[src/rtl/cpu_pkg.sv]
// Shared CPU constants and the writeback request payload.
package cpu_pkg;

    localparam int unsigned REG_ADDR_W   = 5;
    localparam int unsigned XLEN         = 32;
    localparam int unsigned NUM_REGS     = 32;
    localparam int unsigned WAIT_MAX_DEF = 4;
    localparam int unsigned CNT_W_DEF    = 4;

    typedef struct packed {
        logic [REG_ADDR_W-1:0] rd;
        logic [XLEN-1:0]       data;
    } wb_req_t;

endpackage

[src/rtl/regfile_scoreboard.sv]
// Per-register busy mask for long-latency destinations and the decode hazard compare.
module regfile_scoreboard
    import cpu_pkg::*;
(
    input  logic                  clk,
    input  logic                  reset,
    input  logic                  set_en_i,
    input  logic [REG_ADDR_W-1:0] set_rd_i,
    input  logic                  clr_en_i,
    input  logic [REG_ADDR_W-1:0] clr_rd_i,
    input  logic [REG_ADDR_W-1:0] rs1_i,
    input  logic [REG_ADDR_W-1:0] rs2_i,
    input  logic [REG_ADDR_W-1:0] rd_i,
    output logic [NUM_REGS-1:0]   busy_mask_o,
    output logic                  hazard_stall_o
);

    logic [NUM_REGS-1:0] busy_q;
    logic [NUM_REGS-1:0] busy_d;
    logic [NUM_REGS-1:0] clr_mask;
    logic [NUM_REGS-1:0] eff_busy;

    // Clearing bit is hidden from the compare: the regfile forwards the drain write.
    always_comb begin
        clr_mask = '0;
        if (clr_en_i) begin
            clr_mask[clr_rd_i] = 1'b1;
        end
        eff_busy = busy_q & ~clr_mask;
        busy_d   = eff_busy;
        if (set_en_i && (set_rd_i != '0)) begin
            busy_d[set_rd_i] = 1'b1;
        end
        busy_d[0] = 1'b0;
        hazard_stall_o = reset && (eff_busy[rs1_i] | eff_busy[rs2_i] | eff_busy[rd_i]);
    end

    always_ff @(posedge clk) begin
        if (!reset) begin
            busy_q <= '0;
        end else begin
            busy_q <= busy_d;
        end
    end

    assign busy_mask_o = busy_q;

endmodule

[src/rtl/regfile_wb_arbiter.sv]
// Register-file write-port arbiter: pipeline writeback has priority, a one-entry
// hold buffer stores the long-latency result until the port is free.
module regfile_wb_arbiter
    import cpu_pkg::*;
#(
    parameter int unsigned WAIT_MAX = WAIT_MAX_DEF,
    parameter int unsigned CNT_W    = CNT_W_DEF
) (
    input  logic                  clk,
    input  logic                  reset,
    input  logic                  wb_valid,
    input  logic [REG_ADDR_W-1:0] wb_rd,
    input  logic [XLEN-1:0]       wb_data,
    input  logic                  lu_valid,
    input  logic [REG_ADDR_W-1:0] lu_rd,
    input  logic [XLEN-1:0]       lu_data,
    output logic                  lu_ready,
    input  logic                  issue_valid,
    input  logic [REG_ADDR_W-1:0] issue_rd,
    input  logic [REG_ADDR_W-1:0] dec_rs1,
    input  logic [REG_ADDR_W-1:0] dec_rs2,
    input  logic [REG_ADDR_W-1:0] dec_rd,
    output logic                  RegWrite,
    output logic [REG_ADDR_W-1:0] write_register,
    output logic [XLEN-1:0]       write_data,
    output logic                  hazard_stall,
    output logic                  drain_stall,
    output logic [NUM_REGS-1:0]   busy_mask
);

    wb_req_t          hold_q;
    wb_req_t          hold_d;
    logic             hold_valid_q;
    logic             hold_valid_d;
    logic [CNT_W-1:0] wait_cnt_q;
    logic [CNT_W-1:0] wait_cnt_d;
    logic             accept;
    logic             drain;

    assign lu_ready    = reset && !hold_valid_q;
    assign accept      = lu_valid && lu_ready;
    assign drain_stall = reset && hold_valid_q && (wait_cnt_q == CNT_W'(WAIT_MAX));

    // Grant mux, hold drain/accept and starvation counter.
    always_comb begin
        hold_d         = hold_q;
        hold_valid_d   = hold_valid_q;
        wait_cnt_d     = wait_cnt_q;
        RegWrite       = 1'b0;
        write_register = '0;
        write_data     = '0;
        drain          = 1'b0;

        if (reset) begin
            if (wb_valid) begin
                RegWrite       = 1'b1;
                write_register = wb_rd;
                write_data     = wb_data;
            end else if (hold_valid_q) begin
                RegWrite       = 1'b1;
                write_register = hold_q.rd;
                write_data     = hold_q.data;
                drain          = 1'b1;
            end
        end

        if (drain) begin
            hold_valid_d = 1'b0;
            wait_cnt_d   = '0;
        end else if (hold_valid_q && wb_valid && (wait_cnt_q != CNT_W'(WAIT_MAX))) begin
            wait_cnt_d = wait_cnt_q + CNT_W'(1);
        end

        // Never coincides with drain: lu_ready is low while holding.
        if (accept) begin
            hold_d.rd    = lu_rd;
            hold_d.data  = lu_data;
            hold_valid_d = 1'b1;
        end
    end

    always_ff @(posedge clk) begin
        if (!reset) begin
            hold_q       <= '0;
            hold_valid_q <= 1'b0;
            wait_cnt_q   <= '0;
        end else begin
            hold_q       <= hold_d;
            hold_valid_q <= hold_valid_d;
            wait_cnt_q   <= wait_cnt_d;
        end
    end

    regfile_scoreboard u_scoreboard (
        .clk            (clk),
        .reset          (reset),
        .set_en_i       (issue_valid),
        .set_rd_i       (issue_rd),
        .clr_en_i       (drain),
        .clr_rd_i       (hold_q.rd),
        .rs1_i          (dec_rs1),
        .rs2_i          (dec_rs2),
        .rd_i           (dec_rd),
        .busy_mask_o    (busy_mask),
        .hazard_stall_o (hazard_stall)
    );

endmodule

[config.mk]
export PLATFORM = sky130hd
export DESIGN_NAME = regfile_wb_arbiter
export DESIGN_NICKNAME = d
export VERILOG_FILES = /design/src/rtl/cpu_pkg.sv /design/src/rtl/regfile_scoreboard.sv /design/src/rtl/regfile_wb_arbiter.sv
export SDC_FILE = /design/constraint.sdc
export NUM_CORES = 1
export LEC_CHECK = 0
export ABC_AREA = 1
export CAP_MARGIN = 10
export CORE_ASPECT_RATIO = 0.75
export CORE_UTILIZATION = 38
export CTS_BUF_LIST = sky130_fd_sc_hd__clkbuf_4
export DETAILED_ROUTE_END_ITERATION = 8
export PLACE_DENSITY_LB_ADDON = 0.05
export REMOVE_ABC_BUFFERS = 1
export SYNTH_ARGS = -nofsm -noshare
export SYNTH_HDL_FRONTEND = slang
export SYNTH_SLANG_ARGS = --single-unit
[constraint.sdc]
create_clock -name clk -period 2.2 [get_ports clk]
set_input_delay 0.33 -clock clk [delete_from_list [all_inputs] [get_ports clk]]
set_output_delay 0.33 -clock clk [all_outputs]
set_load 0.03 [all_outputs]
==> flow_summary.json <==
{
  "antenna_left": 0,
  "worstPathArrival_ns": 3.13,
  "critical-path-top-delay-family": "buffers and inverters",
  "wire_length_of_the_first_global_routing_pass_um": 31500,
  "post_drt_wl_per_cell_um": 18.3,
  "internal_power_mw": 2.19,
  "worst_relative_slew_slack_pct": 61.4,
  "synth.distinct_cells": 25,
  "p_switching_mw": 1.18,
  "number_of_core_rows": 33,
  "cts_tree": "built",
  "finalNonFillerCells": 1164,
  "grt_setup_unrepaired": "yes",
  "synthesis.area_mm2": 0.00436,
  "outcome": "finished, violations left",
  "synth_enable_flop_cells": 0,
  "routed_wl_um": 21300,
  "syn-instance-count": 716,
  "placed_cells": 1078,
  "die-width_um": 126,
  "final.setup.worst_slack_ns": -0.529,
  "netSwitchingFraction_pct": 35.0,
  "dp_slack_ns": -0.542,
  "layout_common_cells": "sky130_fd_sc_hd__nand2_1, sky130_fd_sc_hd__buf_4, sky130_fd_sc_hd__clkdlybuf4s50_1",
  "num-nets-final": 1120,
  "ir_drop_mv": 0.293,
  "cts.htree.levels": 3,
  "detailed_router_iteration_count_before_antenna_repair": 9,
  "gr-usage-all-layers_pct": 34.5,
  "clock-sinks": 73,
  "gp_congestion": 0.950,
  "power_per_unit_of_standard_cell_area_mw_per_mm2": 422,
  "period_minus_slack_ns": 2.73,
  "drt_iter0_drc": 810,
  "critPathMostFrequentCell": "sky130_fd_sc_hd__buf_4",
  "clock_transition_at_the_register_clock_pins_on_the_worst_setup_and_hold_paths_after_cts_ns": 0.15,
  "endpoint_kind": "register",
  "cts_root_buffer": "sky130_fd_sc_hd__clkbuf_4",
  "crit_chain": "inv_4, nand2_4, nor2_4, buf_6, nand2_4, nand2_4, buf_4, buf_4, buf_4, buf_4, buf_4, buf_4, buf_4, buf_4, buf_4, buf_4, buf_4, buf_4, buf_4, a21oi_2",
  "fp.coreArea_mm2": 0.0111,
  "cp_peak_stage_delay_ns": 0.41,
  "remaining_drc_errors": 8,
  "ys.flop_type": "sky130_fd_sc_hd__dfxtp_1",
  "required_ns": 2.60,
  "path_max_fanout": 5,
  "grt_remaining_overflow": 0,
  "cts_hold_buf": 0,
  "layout-area-overhead-vs-synth_pct": 83.3,
  "critical_path.slowest_cell": "sky130_fd_sc_hd__dfxtp_4",
  "die_height_um": 94.8,
  "pin_count": 172,
  "max-clock-path-buffers": 2,
  "hold_violations": 0,
  "via_per_inst": 5.63,
  "detailedPlacementHpwl_um": 14000,
  "power.leakage_nw": 3.36,
  "io_buffers": 170,
  "synth-warning-count": 0,
  "numCtsBuffers": 9,
  "grt_start_max_net_pins": 63,
  "fmax_mhz": 366,
  "die_area_mm2": 0.0119,
  "power.sequential.fraction_pct": 42.3,
  "initial_antenna_violation_count": 0,
  "final-setup-viol-count": 5,
  "slew_viol_final": 0,
  "failed_checks": "design-rule violations, negative setup slack",
  "power_frac_clock_pct": 27.9,
  "fin_skew_ns": 0.0199,
  "design_power_total_mw": 3.37,
  "synth.ff_latch_count": 73,
  "worst_slew_pin_slew_ns": 0.578,
  "synth.avg_cell_area_um2": 6.09,
  "cap_violations": 0,
  "clock_insertion_delay_worst_skew_ns": 0.45,
  "path_buf_inv": 15,
  "fin_crit_sh_pct": 124,
  "share_comb_of_total_power_pct": 29.8,
  "startpoint_type": "register",
  "layout-drive-gt1-share_pct": 33.0,
  "yosysSeqAreaShare_pct": 33.5,
  "postSynth.asyncResetShare_pct": 0,
  "hold_path.class": "primary input to register",
  "route.vias.total": 6553,
  "first_global_vias": 6161,
  "start_util_pct": 39.4,
  "crit_type": "register to register",
  "n_antenna_cell": 0
}
what timing repair did:
item,4_1_cts,5_1_grt
pin swaps,38,34
setup endpoints to repair,33,35
resized for setup,94,88
setup buffers,65,5
worst reg2reg max path: stages, from the launching register on:
cell and delay [ns]:
sky130_fd_sc_hd__dfxtp_4 0.41, sky130_fd_sc_hd__inv_4 0.06, sky130_fd_sc_hd__nand2_4 0.09, sky130_fd_sc_hd__nor2_4 0.06, sky130_fd_sc_hd__buf_6 0.14, sky130_fd_sc_hd__nand2_4 0.09, sky130_fd_sc_hd__nand2_4 0.06, sky130_fd_sc_hd__buf_4 0.15
sky130_fd_sc_hd__buf_4 0.12, sky130_fd_sc_hd__buf_4 0.13, sky130_fd_sc_hd__buf_4 0.12, sky130_fd_sc_hd__buf_4 0.12, sky130_fd_sc_hd__buf_4 0.12, sky130_fd_sc_hd__buf_4 0.12, sky130_fd_sc_hd__buf_4 0.13, sky130_fd_sc_hd__buf_4 0.13
sky130_fd_sc_hd__buf_4 0.14, sky130_fd_sc_hd__buf_4 0.13, sky130_fd_sc_hd__buf_4 0.13, sky130_fd_sc_hd__buf_4 0.12, sky130_fd_sc_hd__a21oi_2 0.10
cells by family (layout without fill, tap and decap cells):
group | Yosys count | in the layout | synth area share [%]
AO/OA/AOI/OAI | 128 | 128 | 15.0
adder cells (fa/ha/maj) | 2 | 2 | 0.574
buffers and inverters | 79 | 387 | 6.97
flip-flops | 73 | 73 | 33.5
other | 1 | 1 | 0.0860
AND/OR/NAND/NOR | 433 | 433 | 43.8
final timing paths:
| path | start | to | slack [ns] | cells past startpoint |
|---|---|---|---|---|
| max | hold_q[32] | u_scoreboard.busy_mask_o[16] | -0.53 | 20 |
| min | lu_data[23] | hold_q[23] | 0.43 | 3 |
| min reg2reg | hold_q[31] | hold_q[31] | 0.47 | 2 |
| max reg2reg | hold_q[32] | u_scoreboard.busy_mask_o[16] | -0.53 | 20 |
power groups by stage:
stage	clock (mW)	combinational, mW	sequential [mW]
5_1_grt	0.986	1.06	1.43
3_5_place_dp	0	0.873	1.45
4_1_cts	0.948	0.934	1.42
2_1_floorplan	0	0.331	1.45
6_report	0.943	1.00	1.43
3_3_place_gp	0	0.867	1.44
sequential cells by signal, indices dropped and copies added (netlist names):
register	flops
wait_cnt_q	4
u_scoreboard.busy_mask_o	31
hold_valid_q	1
hold_q	37
cell type report:
type                    count  area [um^2]
inverters                  40          160
well taps                 140          175
clock buffers               9         67.6
repair buffers            331         2940
multi-input cells         564         3090
fillers                   886         3070
clock inverters             7         76.3
flip-flops and latches     73         1480
routing by layer:
layer / vias up / global-route usage, % / share of wire [%]
met5: - / 0 / 0
met4: 0 / 14.9 / 3.8
met3: 103 / 7.71 / 11
li1: 3018 / - / -
met1: 2979 / 46.0 / 43
met2: 453 / 53.5 / 42
synth_stat cells, types with 2 or more instances:
cell type                  count  area share (%)
sky130_fd_sc_hd__nor3_1       14             1.6
sky130_fd_sc_hd__nand2_1     226              19
sky130_fd_sc_hd__o21ai_0      79             9.1
sky130_fd_sc_hd__nand3_1     160              18
sky130_fd_sc_hd__nor3_2        3            0.69
sky130_fd_sc_hd__buf_1         3            0.26
sky130_fd_sc_hd__buf_2         3            0.34
sky130_fd_sc_hd__nor3_4        2            0.75
sky130_fd_sc_hd__nor2_1       21             1.8
sky130_fd_sc_hd__clkbuf_1     32             2.8
sky130_fd_sc_hd__ha_1          2            0.57
sky130_fd_sc_hd__inv_1        36             3.1
sky130_fd_sc_hd__nand3b_1      2            0.34
sky130_fd_sc_hd__nor2_2        4            0.57
sky130_fd_sc_hd__a21boi_1      4            0.69
sky130_fd_sc_hd__a21oi_1      41             4.7
sky130_fd_sc_hd__inv_2         3            0.26
sky130_fd_sc_hd__dfxtp_1      73              34
sky130_fd_sc_hd__o21ai_1       2            0.23
metrics by stage:
stage                     utilization, %  TNS (ns)  hold slack (ns)  cell area [um^2]
final                               72.2     -2.26            0.427              7990
after global routing                72.2     -2.62            0.424              7990
after CTS                           69.3     -1.55            0.408              7670
after detailed placement            61.0     -6.99            0.456              6750
after global placement              61.0     -6.13            0.441              6750
after floorplan                        -    -16.52            0.424              4210
Note: power is estimated with default switching activity, not from simulation.
